### config.mk
export PLATFORM = sky130hd
export DESIGN_NAME = deser
export DESIGN_NICKNAME = d
export VERILOG_FILES = /design/src/rtl/deser_pkg.sv /design/src/rtl/sync_chain.sv /design/src/rtl/deser.sv
export SDC_FILE = /design/constraint.sdc
export NUM_CORES = 1
export LEC_CHECK = 0
export CORE_MARGIN = 2
export CORE_UTILIZATION = 43
export CTS_BUF_LIST = sky130_fd_sc_hd__clkbuf_8 sky130_fd_sc_hd__clkbuf_16
export DETAILED_ROUTE_END_ITERATION = 10
export GPL_TIMING_DRIVEN = 0
export PLACE_DENSITY = 0.66
export SYNTH_ARGS = -nofsm -noshare
export SYNTH_HDL_FRONTEND = slang
export SYNTH_SLANG_ARGS = --single-unit
### constraint.sdc
create_clock -name clk -period 2.4 [get_ports clk]
set_clock_uncertainty 0.15 [all_clocks]
set_input_delay 0.48 -clock clk [delete_from_list [all_inputs] [get_ports clk]]
set_output_delay 0.48 -clock clk [all_outputs]
set_load 0.02 [all_outputs]
### src/rtl/deser_pkg.sv
// deser_pkg: shared types and constants for the 3-wire serial receiver.
//   state_t     - receiver FSM states
//   SAMPLE_RISE - sample sd on synchronized sck 0->1
//   SAMPLE_FALL - sample sd on synchronized sck 1->0
//   cnt_bits()  - width of a counter that indexes WORD_WIDTH bits
package deser_pkg;

  typedef enum logic {
    IDLE  = 1'b0,
    SHIFT = 1'b1
  } state_t;

  localparam int SAMPLE_RISE = 0;
  localparam int SAMPLE_FALL = 1;

  // Bits needed to hold 0..w-1; never less than one bit.
  function automatic int cnt_bits(input int w);
    return (w <= 2) ? 1 : $clog2(w);
  endfunction

endpackage

### src/rtl/sync_chain.sv
// sync_chain: single-bit multi-flop synchronizer for an asynchronous pin.
//   clk  - destination clock
//   rst  - asynchronous reset, active-high; chain loads RESET_VAL
//   i_d  - asynchronous input
//   o_q  - synchronized output, STAGES clk edges behind the pin
module sync_chain #(
  parameter int   STAGES    = 2,
  parameter logic RESET_VAL = 1'b0
) (
  input  logic clk,
  input  logic rst,
  input  logic i_d,
  output logic o_q
);

  logic [STAGES-1:0] r_sync;

  always_ff @(posedge clk or posedge rst) begin
    if (rst) r_sync <= {STAGES{RESET_VAL}};
    else     r_sync <= {r_sync[STAGES-2:0], i_d};
  end

  assign o_q = r_sync[STAGES-1];

endmodule

### src/rtl/deser.sv
// deser: serial-to-parallel receiver for the 3-wire link (sd, cs_n, sck).
//   clk, rst   - system clock, asynchronous active-high reset
//   sd, cs, sck- asynchronous link pins (cs active-low), MSB first
//   valid/ready/data - single-entry valid/ready source port for words
//   overrun    - sticky, a completed word was dropped; cleared by ovr_clr
//   frame_err  - one-cycle pulse when cs rises with a partial word
module deser
  import deser_pkg::*;
#(
  parameter int WORD_WIDTH  = 8,
  parameter int SYNC_STAGES = 2,
  parameter int SAMPLE_EDGE = SAMPLE_RISE
) (
  input  logic                  clk,
  input  logic                  rst,
  input  logic                  sd,
  input  logic                  cs,
  input  logic                  sck,
  output logic                  valid,
  input  logic                  ready,
  output logic [WORD_WIDTH-1:0] data,
  output logic                  overrun,
  input  logic                  ovr_clr,
  output logic                  frame_err
);

  localparam int             CW   = cnt_bits(WORD_WIDTH);
  localparam logic [CW-1:0]  LAST = CW'(WORD_WIDTH - 1);

  // Synchronized pins. Identical chain depth keeps sd/cs/sck aligned
  // relative to each other, so setup of sd vs. the sck edge survives.
  logic w_sck_s, w_cs_s, w_sd_s;

  sync_chain #(.STAGES(SYNC_STAGES), .RESET_VAL(1'b0)) u_sync_sck (
    .clk(clk), .rst(rst), .i_d(sck), .o_q(w_sck_s)
  );
  sync_chain #(.STAGES(SYNC_STAGES), .RESET_VAL(1'b1)) u_sync_cs (
    .clk(clk), .rst(rst), .i_d(cs), .o_q(w_cs_s)
  );
  sync_chain #(.STAGES(SYNC_STAGES), .RESET_VAL(1'b0)) u_sync_sd (
    .clk(clk), .rst(rst), .i_d(sd), .o_q(w_sd_s)
  );

  logic r_sck_d;
  logic w_sample;

  always_ff @(posedge clk or posedge rst) begin
    if (rst) r_sck_d <= 1'b0;
    else     r_sck_d <= w_sck_s;
  end

  generate
    if (SAMPLE_EDGE == SAMPLE_FALL) begin : g_fall
      assign w_sample = r_sck_d & ~w_sck_s;
    end else begin : g_rise
      assign w_sample = ~r_sck_d & w_sck_s;
    end
  endgenerate

  // Receive FSM
  state_t                r_state, w_state_n;
  logic [CW-1:0]         r_bit_cnt, w_bit_cnt_n;
  logic [WORD_WIDTH-1:0] r_shift, w_shift_n;
  logic [WORD_WIDTH-1:0] w_shift_in;
  logic                  w_word_done;
  logic                  w_frame_err_n;

  // Word as it looks after this cycle's sample; used for loading the output
  // even when cs rises in the same cycle and the shifter gets cleared.
  assign w_shift_in = {r_shift[WORD_WIDTH-2:0], w_sd_s};

  always_ff @(posedge clk or posedge rst) begin
    if (rst) begin
      r_state   <= IDLE;
      r_bit_cnt <= '0;
      r_shift   <= '0;
    end else begin
      r_state   <= w_state_n;
      r_bit_cnt <= w_bit_cnt_n;
      r_shift   <= w_shift_n;
    end
  end

  always_comb begin
    w_state_n     = r_state;
    w_bit_cnt_n   = r_bit_cnt;
    w_shift_n     = r_shift;
    w_word_done   = 1'b0;
    w_frame_err_n = 1'b0;
    case (r_state)
      IDLE: begin
        if (!w_cs_s) begin
          w_state_n   = SHIFT;
          w_bit_cnt_n = '0;
        end
      end
      SHIFT: begin
        // Sample first, then look at cs: a last bit coinciding with the
        // cs rise still completes its word.
        if (w_sample) begin
          w_shift_n = w_shift_in;
          if (r_bit_cnt == LAST) begin
            w_word_done = 1'b1;
            w_bit_cnt_n = '0;
          end else begin
            w_bit_cnt_n = r_bit_cnt + CW'(1);
          end
        end
        if (w_cs_s) begin
          w_state_n     = IDLE;
          w_frame_err_n = (w_bit_cnt_n != '0);
          w_bit_cnt_n   = '0;
          w_shift_n     = '0;
        end
      end
      default: begin
        w_state_n   = IDLE;
        w_bit_cnt_n = '0;
        w_shift_n   = '0;
      end
    endcase
  end

  // Single-entry output register. A word that arrives while the slot is
  // full and not draining is dropped and flagged.
  logic                  r_valid;
  logic [WORD_WIDTH-1:0] r_data;
  logic                  r_overrun;
  logic                  r_frame_err;
  logic                  w_load, w_drop;

  assign w_load = w_word_done & (~r_valid | ready);
  assign w_drop = w_word_done & r_valid & ~ready;

  always_ff @(posedge clk or posedge rst) begin
    if (rst) begin
      r_valid     <= 1'b0;
      r_data      <= '0;
      r_overrun   <= 1'b0;
      r_frame_err <= 1'b0;
    end else begin
      r_frame_err <= w_frame_err_n;
      if (w_load) begin
        r_valid <= 1'b1;
        r_data  <= w_shift_in;
      end else if (r_valid && ready) begin
        r_valid <= 1'b0;
      end
      // A drop in the same cycle as a clear keeps the flag set.
      if (w_drop)       r_overrun <= 1'b1;
      else if (ovr_clr) r_overrun <= 1'b0;
    end
  end

  assign valid     = r_valid;
  assign data      = r_data;
  assign overrun   = r_overrun;
  assign frame_err = r_frame_err;

endmodule

# Yosys cells after proc, flatten, opt, wreduce, memory -nomap -nowiden

Index checks and enable logic that the tools add are counted.
Widths: inputs -> output; s select.

Output and inout bits: 11
Logic and storage cells: 47
Input bits: 7
Register bits: 29

$add $sub $neg: 1
Equal/unequal tests: 2
Bitwise logic cells: 9
Reductions and logical operators: 6
Multiplexer cells: 18

Operators by type and width:

| kind                | number |
|---|---|
| $mux 3              | 5 |
| $mux 7              | 2 |
| $mux 1              | 10 |
| $pmux 3 s2          | 1 |
| $reduce_bool 2->1   | 3 |
| $and 1x1->1         | 4 |
| $not 1->1           | 4 |
| $add 3x1->3 const B | 1 |
| $eq 3x3->1 const B  | 1 |
| $reduce_bool 3->1   | 1 |
| $ne 2x2->1 const B  | 1 |
| $reduce_and 2->1    | 1 |
| $logic_and 1x1->1   | 1 |
| $or 1x1->1          | 1 |

# Depth between registers and ports, before layout

Gate-level depths: netlist of run 1.

Word-level depth: 7
Gate-level depth with buffers: 6
Gate-level depth less buffers: 5

# Hierarchy

A second synthesis of run 1 with hierarchy kept.

Cells, all modules: 78
Area, all modules: 1084.8 µm²

Modules (own cells, without submodules):

| module                      | seq. area each (µm²) | times used | area an instance (µm²) | cells each |
|---|---|---|---|---|
| deser                       | 575.6                | 1          | 920.9                  | 69 |
| sync_chain (u_sync_sck ...) | 50.0                 | 2          | 53.8                   | 3 |
| sync_chain (u_sync_cs)      | 52.6                 | 1          | 56.3                   | 3 |

# Worst setup path before layout of run 1

OpenSTA, ideal clock, no wires.

Kind: register to register
From: reg r_bit_cnt[0]
To: reg r_data[0], in the netlist data[0]
Slack: 0.729 ns
Period minus slack after synthesis: 1.671 ns
Cell stages (with the launch flop): 7
Path buffers: 1
Arrival time: 1.396 ns
Library setup time: 0.125 ns
Cell sequence: dfrtp_1 > ha_1 > ha_1 > nand4b_2 > nor2b_2 > buf_6 > mux2_4

Cells in the longest elaborated chain, start to end: 5

RTL lines:

| element                | line         | source |
|---|---|---|
| start, declared        | deser.sv:62  | `logic [CW-1:0] r_bit_cnt, w_bit_cnt_n;` |
| start signal, assigned | deser.sv:79  | `r_bit_cnt <= w_bit_cnt_n;` |
| $eq 3x3->1             | deser.sv:102 | `if (r_bit_cnt == LAST) begin` |
| $mux 1                 | deser.sv:102 |  |
| $mux 1                 | deser.sv:100 | `if (w_sample) begin` |
| $mux 1                 | deser.sv:90  | `case (r_state)` |
| $and 1x1->1            | deser.sv:132 | `assign w_load = w_word_done & (~r_valid \| ready);` |
| end signal, assigned   | deser.sv:145 | `r_data <= w_shift_in;` |
| end, declared          | deser.sv:127 | `logic [WORD_WIDTH-1:0] r_data;` |

No other way between the ends.
A chain may end at the register's enable or synchronous reset.

# Worst setup path after layout of run 1

From: reg r_data[3], in the netlist data[3]
To: out data[3]

RTL lines:

| element       | line        | source |
|---|---|---|
| end, declared | deser.sv:21 | `output logic [WORD_WIDTH-1:0] data,` |

No word-level cell between the ends.

==> results of run 1 <==
## final cells by class
class                           count  share of cell area (%)
Clock buffer                        5                    4.75
Timing Repair Buffer               17                    11.7
Sequential cell                    29                    50.2
Tap cell                           30                    2.59
Buffer                              3                    1.90
Inverter                            3                   0.777
Clock inverter                      3                    1.21
Multi-Input combinational cell     43                    26.8
## state kept, by name, summed over array words and instances (netlist names)
| name | flops |
|---|---|
| data | 8 |
| frame_err | 1 |
| overrun | 1 |
| r_bit_cnt | 3 |
| r_sck_d | 1 |
| r_shift | 7 |
| r_state | 1 |
| u_sync_cs.r_sync | 2 |
| u_sync_sck.r_sync | 2 |
| u_sync_sd.r_sync | 2 |
| valid | 1 |
## layer usage
layer	global-route usage [%]	routed length, um
met3	7.91	132
met1	18.9	899
met5	0	0
met4	6.12	39
met2	20.7	835
## stage by stage
step	hold WS, ns	utilization (%)	total power, uW
after floorplan	0.181	-	544
after global placement	0.183	54.1	562
after detailed placement	0.199	54.1	564
after CTS	0.206	57.5	960
after global routing	0.222	57.5	992
final	0.208	57.5	943
## power groups by stage
stage               clock (uW)  sequential [uW]  combinational (uW)
floorplan                    0              517                26.9
global placement             0              518                43.8
detailed placement           0              519                45.3
CTS                        405              510                45.4
global route               430              511                49.9
finish                     389              510                44.3
## cell families after synthesis
kind of cell / synth area share (%)
and+or+nand+nor: 9.85
muxes: 12.1
adders and majority gates: 2.16
AOI/OAI and AO/OA: 9.52
DFF: 63.0
buffers and inverters: 3.35
## worst max-delay path by stage
stage / to / startpoint
finish: data[3] / data[3]$_DFFE_PP0P_
global route: valid / valid$_DFFE_PP0P_
CTS: data[7] / data[7]$_DFFE_PP0P_
detailed placement: data[7]$_DFFE_PP0P_ / ready
global placement: data[2]$_DFFE_PP0P_ / ready
floorplan: data[0]$_DFFE_PP0P_ / r_bit_cnt[0]$_DFFE_PP0P_
## layout by cell type, fill, tap and decap left out
cell,count
a22o_1,6
a31oi_1,1
a32o_1,1
and2b_2,2
and3_1,1
buf_2,1
buf_6,2
clkbuf_8,5
clkdlybuf4s50_1,17
clkinv_2,2
clkinvlp_4,1
dfrtp_1,27
dfstp_2,2
ha_1,2
inv_1,3
mux2_4,8
mux2i_1,2
nand2_1,2
nand2b_1,2
nand3_1,1
nand4b_2,1
nor2_1,1
nor2b_1,2
nor2b_2,1
nor3_1,1
nor4_1,2
o21ai_0,1
o21ai_1,1
o21bai_1,1
o22ai_1,1
o2bb2ai_1,2
or2b_1,1
==> impl_metrics.tcl, run 1 <==
set metrics [dict create \
    fmax_mhz 532 \
    post_dp_cell_area_mm2 0.00136 \
    grt_max_degree 30 \
    seq_area_um2 728 \
    gp_congestion 0.684 \
    io_pins 18 \
    power-per-cell-area_mw_per_mm2 650 \
    holdCritStartpoint "u_sync_cs.r_sync[0]$_DFF_PP1_" \
    grt_pass1_vias 717 \
    crit_chain "clkdlybuf4s50_1" \
    cts-root-buf "clkbuf_8" \
    antenna_left 0 \
    hold_violations 0 \
    yosys_warnings 0 \
    p_int_uw 722 \
    timing.setup.tns_ns 0 \
    clkPwrFrac_pct 41.3 \
    critPathMaxStageDelay_ns 0.61 \
    worstReg2RegStart "r_bit_cnt[0]$_DFFE_PP0P_" \
    antenna_found_initial 0 \
    h-tree-depth 2 \
    synth_edf_count 0 \
    rr_endpoint "data[0]$_DFFE_PP0P_" \
    cp.arrival_ns 1.25 \
    std_cell_rows 18 \
    max_slew_margin_pct 29.4 \
    dieArea_mm2 0.00312 \
    syn-num-nets 87 \
    reg2reg_depth 6 \
    drive_above_1_share_pct 24.3 \
    synth.largest_area_cell "dfrtp_1" \
    timing_worst_setup_path_type "reg -> out" \
    numCtsBuffers 5 \
    start_util_pct 45.8 \
    end_kind "output pin" \
    vias 692 \
    coreArea_mm2 0.00252 \
    drv_slew 0 \
    path_delay_family "buffers and inverters" \
    startpoint_type "register" \
    ys_top_cells_by_count "dfrtp_1, mux2_4, a22o_1" \
    cts_resized 0 \
    hold-path-cell-count 0 \
    avgRoutedWirePerCell_um 14.3 \
    vdd_ir_drop_max_mv 0.514 \
    rsz0062_at_grt "false" \
    ys.flop_type "dfrtp_1" \
    critPathMaxFanout 2 \
    setup_slack_ns 0.519 \
    cts_tree "yes" \
    finalNetCount 111 \
    r2r_slack_ns 0.61 \
    async_reset_ff_share_pct 100 \
    worst_slew_pin_slew_ns 1.06 \
    required_ns 1.77 \
    yosysUniqueCellTypes 28 \
    swShare_pct 23.5 \
    switchingPower_uw 222 \
    dp_cells 125 \
    yosysSeqAreaShare_pct 63.0 \
    final_cells 133 \
    fin_area_mm2 0.00145 \
    vias_per_cell 5.20 \
    yosys_register_bits 29 \
    synth.top_cell.area_share_pct 58.4 \
    combPwrFrac_pct 4.7 \
    finalSetupViolCount 0 \
    synthCells 78 \
    cp.depth 1 \
    worstHoldPathType "reg -> reg" \
    area_delta_synth_final_pct 25.4 \
    fp.dieH_um 55.9 \
    clk_pin_slew_worst_paths_ns 0.07 \
    status "complete, no violations" \
    grtUsageTotal_pct 14.7 \
    yosysMostFrequentCell "dfrtp_1" \
    slowest_stage "clkdlybuf4s50_1" \
    clkLatencyLatePin_ns 0.28 \
    numPortBuffers 17 \
    avgSynthCellArea_um2 14.8 \
    synth_area_mm2 0.00116 \
    hold-path-endpoint "u_sync_cs.r_sync[1]$_DFF_PP1_" \
    maxCapViolCount 0 \
    drtIter0Drc 18 \
    netlist_top_cells_area "dfrtp_1, mux2_4, dfstp_2, a22o_1, ha_1" \
    cts_setup_buffers 0 \
    finalCriticalPeriod_ns 1.88 \
    clkSinkCount 29 \
    die_w_um 55.9 \
    drt_first_pass_iters 4 \
    multiInputGateArea_um2 389 \
    seq_power_share_pct 54.0 \
    clk_path_buf_depth 2 \
    p_leak_uw 0.000688 \
    n_antenna_cell 0 \
    wl_mm 1.91 \
    grt_pass1_wl_mm 3.39 \
    grt_overflow 0 \
    fillers 228 \
    hpwl_mm 1.29 \
    dp_slack_ns 0.432 \
    path_buf_inv 1 \
    ctsHoldBuffers 0 \
    fin_crit_sh_pct 78.4 \
    drc 0 \
]
Power figures use the tool's default switching activity.
==> run 2, diff against run 1 <==
==> constraint.sdc (replaced) <==
create_clock -name clk -period 1.94 [get_ports clk]
set_clock_uncertainty 0.15 [all_clocks]
set_input_delay 0.388 -clock clk [delete_from_list [all_inputs] [get_ports clk]]
set_output_delay 0.388 -clock clk [all_outputs]
set_load 0.02 [all_outputs]
==> results of run 2 <==
The final DEF is identical to that of run 1. Status: complete, no violations.
Among the figures that moved: setup slack after placement 0.432 ns -> 0.0637 ns; clock-pin slew on the worst setup and hold paths 0.07 ns -> 0.06 ns; setup slack after layout 0.519 ns -> 0.148 ns; start point of the critical path data[3]$_DFFE_PP0P_ -> r_bit_cnt[0]$_DFFE_PP0P_; end point of the critical path data[3] -> data[0]$_DFFE_PP0P_; register-to-register setup slack 0.61 ns -> 0.15 ns; total power 943 uW -> 1170 uW; worst IR drop on VDD 0.514 mV -> 0.636 mV
==> run 3, diff against run 2 <==
--- a/config.mk
+++ b/config.mk
@@ -9,8 +9,10 @@
 export CORE_UTILIZATION = 43
 export CTS_BUF_LIST = sky130_fd_sc_hd__clkbuf_8 sky130_fd_sc_hd__clkbuf_16
 export DETAILED_ROUTE_END_ITERATION = 10
+export DONT_BUFFER_PORTS = 1
 export GPL_TIMING_DRIVEN = 0
-export PLACE_DENSITY = 0.66
+export MAX_ROUTING_LAYER = met4
+export RECOVER_POWER = 25
 export SYNTH_ARGS = -nofsm -noshare
 export SYNTH_HDL_FRONTEND = slang
 export SYNTH_SLANG_ARGS = --single-unit
==> run 3 against run 2 <==
Net effect: worst hold slack worse by 0.14 ns; clock-buffer cell count up 1; cell count down 11%; via count down 9.2%; die area unchanged; power down 0.87%; flip-flop and latch count unchanged; first-iteration DRC count down 50%; critical endpoint is now data[1]$_DFFE_PP0P_.
==> impl_metrics.tcl, run 3 (synthesis results as in run 1) <==
set metrics [dict create \
    die_w_um 55.9 \
    rsz0062_at_grt "false" \
    fin_crit_sh_pct 91.9 \
    reg2reg_depth 6 \
    vias_per_cell 5.28 \
    numPortBuffers 0 \
    coreArea_mm2 0.00252 \
    grtUsageTotal_pct 13.2 \
    status "complete, no violations" \
    area_delta_synth_final_pct 13.6 \
    timing.setup.tns_ns 0 \
    clk_path_buf_depth 2 \
    wl_mm 1.68 \
    timing_worst_setup_path_type "reg -> reg" \
    startpoint_type "register" \
    start_util_pct 45.8 \
    cts_setup_buffers 0 \
    h-tree-depth 2 \
    utilization_pct 52.1 \
    cts_resized 0 \
    critPathMaxFanout 8 \
    ctsHoldBuffers 3 \
    worst_slew_pin_slew_ns 1.04 \
    drc 0 \
    p_leak_uw 0.000649 \
    grt_overflow 0 \
    std_cell_rows 18 \
    largest_reg_flops 8 \
    grt_pass1_vias 630 \
    finalCriticalPeriod_ns 1.78 \
    cts-root-buf "clkbuf_8" \
    worstReg2RegStart "r_bit_cnt[0]$_DFFE_PP0P_" \
    hold_violations 0 \
    hpwl_mm 1.10 \
    vdd_ir_drop_max_mv 0.572 \
    clk_pin_slew_worst_paths_ns 0.06 \
    numCtsBuffers 5 \
    drt_first_pass_iters 2 \
    cp.arrival_ns 1.80 \
    drv_slew 0 \
    antenna_found_initial 0 \
    clkLatencyLatePin_ns 0.28 \
    cp-startpoint "r_bit_cnt[0]$_DFFE_PP0P_" \
    antenna_left 0 \
    mostFrequentLayoutCell "dfrtp_1" \
    gp_congestion 0.709 \
    finalNetCount 97 \
    drtIter0Drc 9 \
    fmax_mhz 561 \
    cp-endpoint "data[1]$_DFFE_PP0P_" \
    avgRoutedWirePerCell_um 14.1 \
    fillers 216 \
    io_pins 18 \
    vias 628 \
    n_antenna_cell 0 \
    end_kind "register" \
    most-common-layout-cells "dfrtp_1, mux2_4, a22o_1, clkbuf_8, inv_1" \
    cts_tree "yes" \
    dieArea_mm2 0.00312 \
    power-per-cell-area_mw_per_mm2 880 \
    fp.dieH_um 55.9 \
    max_slew_margin_pct 30.6 \
    r2r_slack_ns 0.16 \
    grt_max_degree 30 \
    required_ns 1.95 \
    drive_above_1_share_pct 24.7 \
    rr_endpoint "data[1]$_DFFE_PP0P_" \
    maxCapViolCount 0 \
    finalSetupViolCount 0 \
    clkSinkCount 29 \
    grt_pass1_wl_mm 2.92 \
    p_total_uw 1160 \
    worstHoldPathType "in -> reg" \
]
==> run 3: cell types whose count changed in the layout (fill, tap and decap cells not counted) <==
cell             previous run  this run
clkinvlp_4                  1         0
dfstp_1                     0         1
clkbuf_8                    5         6
dlygate4sd3_1               0         3
clkinv_2                    2         0
dfstp_2                     2         1
clkdlybuf4s50_1            17         0
inv_1                       3         5
==> run 3: worst max-delay path, cell delays in order, from the launching register on <==
cell and delay, ns:
dfrtp_1 0.41, ha_1 0.17, ha_1 0.18, nand4b_2 0.14, nor2b_2 0.14, buf_6 0.17, mux2_4 0.31
==> run 3: cell type report <==
class / count / area (um^2) / share of cell area, %
multi-input cells: 43 / 389 / 29.6
clock buffers: 6 / 82.6 / 6.29
repair buffers: 3 / 30.0 / 2.29
inverters: 3 / 11.3 / 0.857
flip-flops and latches: 29 / 728 / 55.4
plain buffers: 3 / 27.5 / 2.10
well taps: 30 / 37.5 / 2.86
clock inverters: 2 / 7.51 / 0.571
==> run 3: per-layer routing <==
| metal | part of all wire [%] | global-route usage, % | up-vias |
|---|---|---|---|
| li1 | - | - | 297 |
| met1 | 47 | 16.0 | 305 |
| met2 | 43 | 17.2 | 20 |
| met3 | 7.3 | 5.35 | 6 |
| met4 | 2.6 | 10.2 | 0 |
| met5 | 0 | - | - |
==> run 3: metrics by stage <==
| step | worst slack [ns] | hold WS, ns | cell area [um^2] | instances |
|---|---|---|---|---|
| finish | 0.156 | 0.0689 | 1310 | 119 |
| global route | 0.0399 | 0.0715 | 1310 | 119 |
| CTS | 0.142 | 0.0610 | 1310 | 119 |
| detailed placement | 0.158 | 0.185 | 1190 | 108 |
| global placement | 0.170 | 0.184 | 1190 | 108 |
| floorplan | 0.269 | 0.181 | 1160 | 78 |
==> run 3: worst min-delay path by stage <==
| stage | startpoint | to | slack, ns | cells after the start |
|---|---|---|---|---|
| floorplan | u_sync_sck.r_sync[0]$_DFF_PP0_ | u_sync_sck.r_sync[1]$_DFF_PP0_ | 0.18 | 0 |
| finish | ovr_clr | overrun$_DFFE_PP0P_ | 0.07 | 1 |
| global route | ovr_clr | overrun$_DFFE_PP0P_ | 0.07 | 1 |
| CTS | ovr_clr | overrun$_DFFE_PP0P_ | 0.06 | 1 |
| global placement | u_sync_sd.r_sync[0]$_DFF_PP0_ | u_sync_sd.r_sync[1]$_DFF_PP0_ | 0.18 | 0 |
| detailed placement | u_sync_sck.r_sync[0]$_DFF_PP0_ | u_sync_sck.r_sync[1]$_DFF_PP0_ | 0.18 | 0 |
==> run 3: where the power goes <==
| part | total, uW | internal, uW | switching [uW] |
|---|---|---|---|
| Combinational | 44.4 | 18.7 | 25.7 |
| Clock | 481 | 277 | 203 |
| Sequential | 632 | 619 | 12.2 |
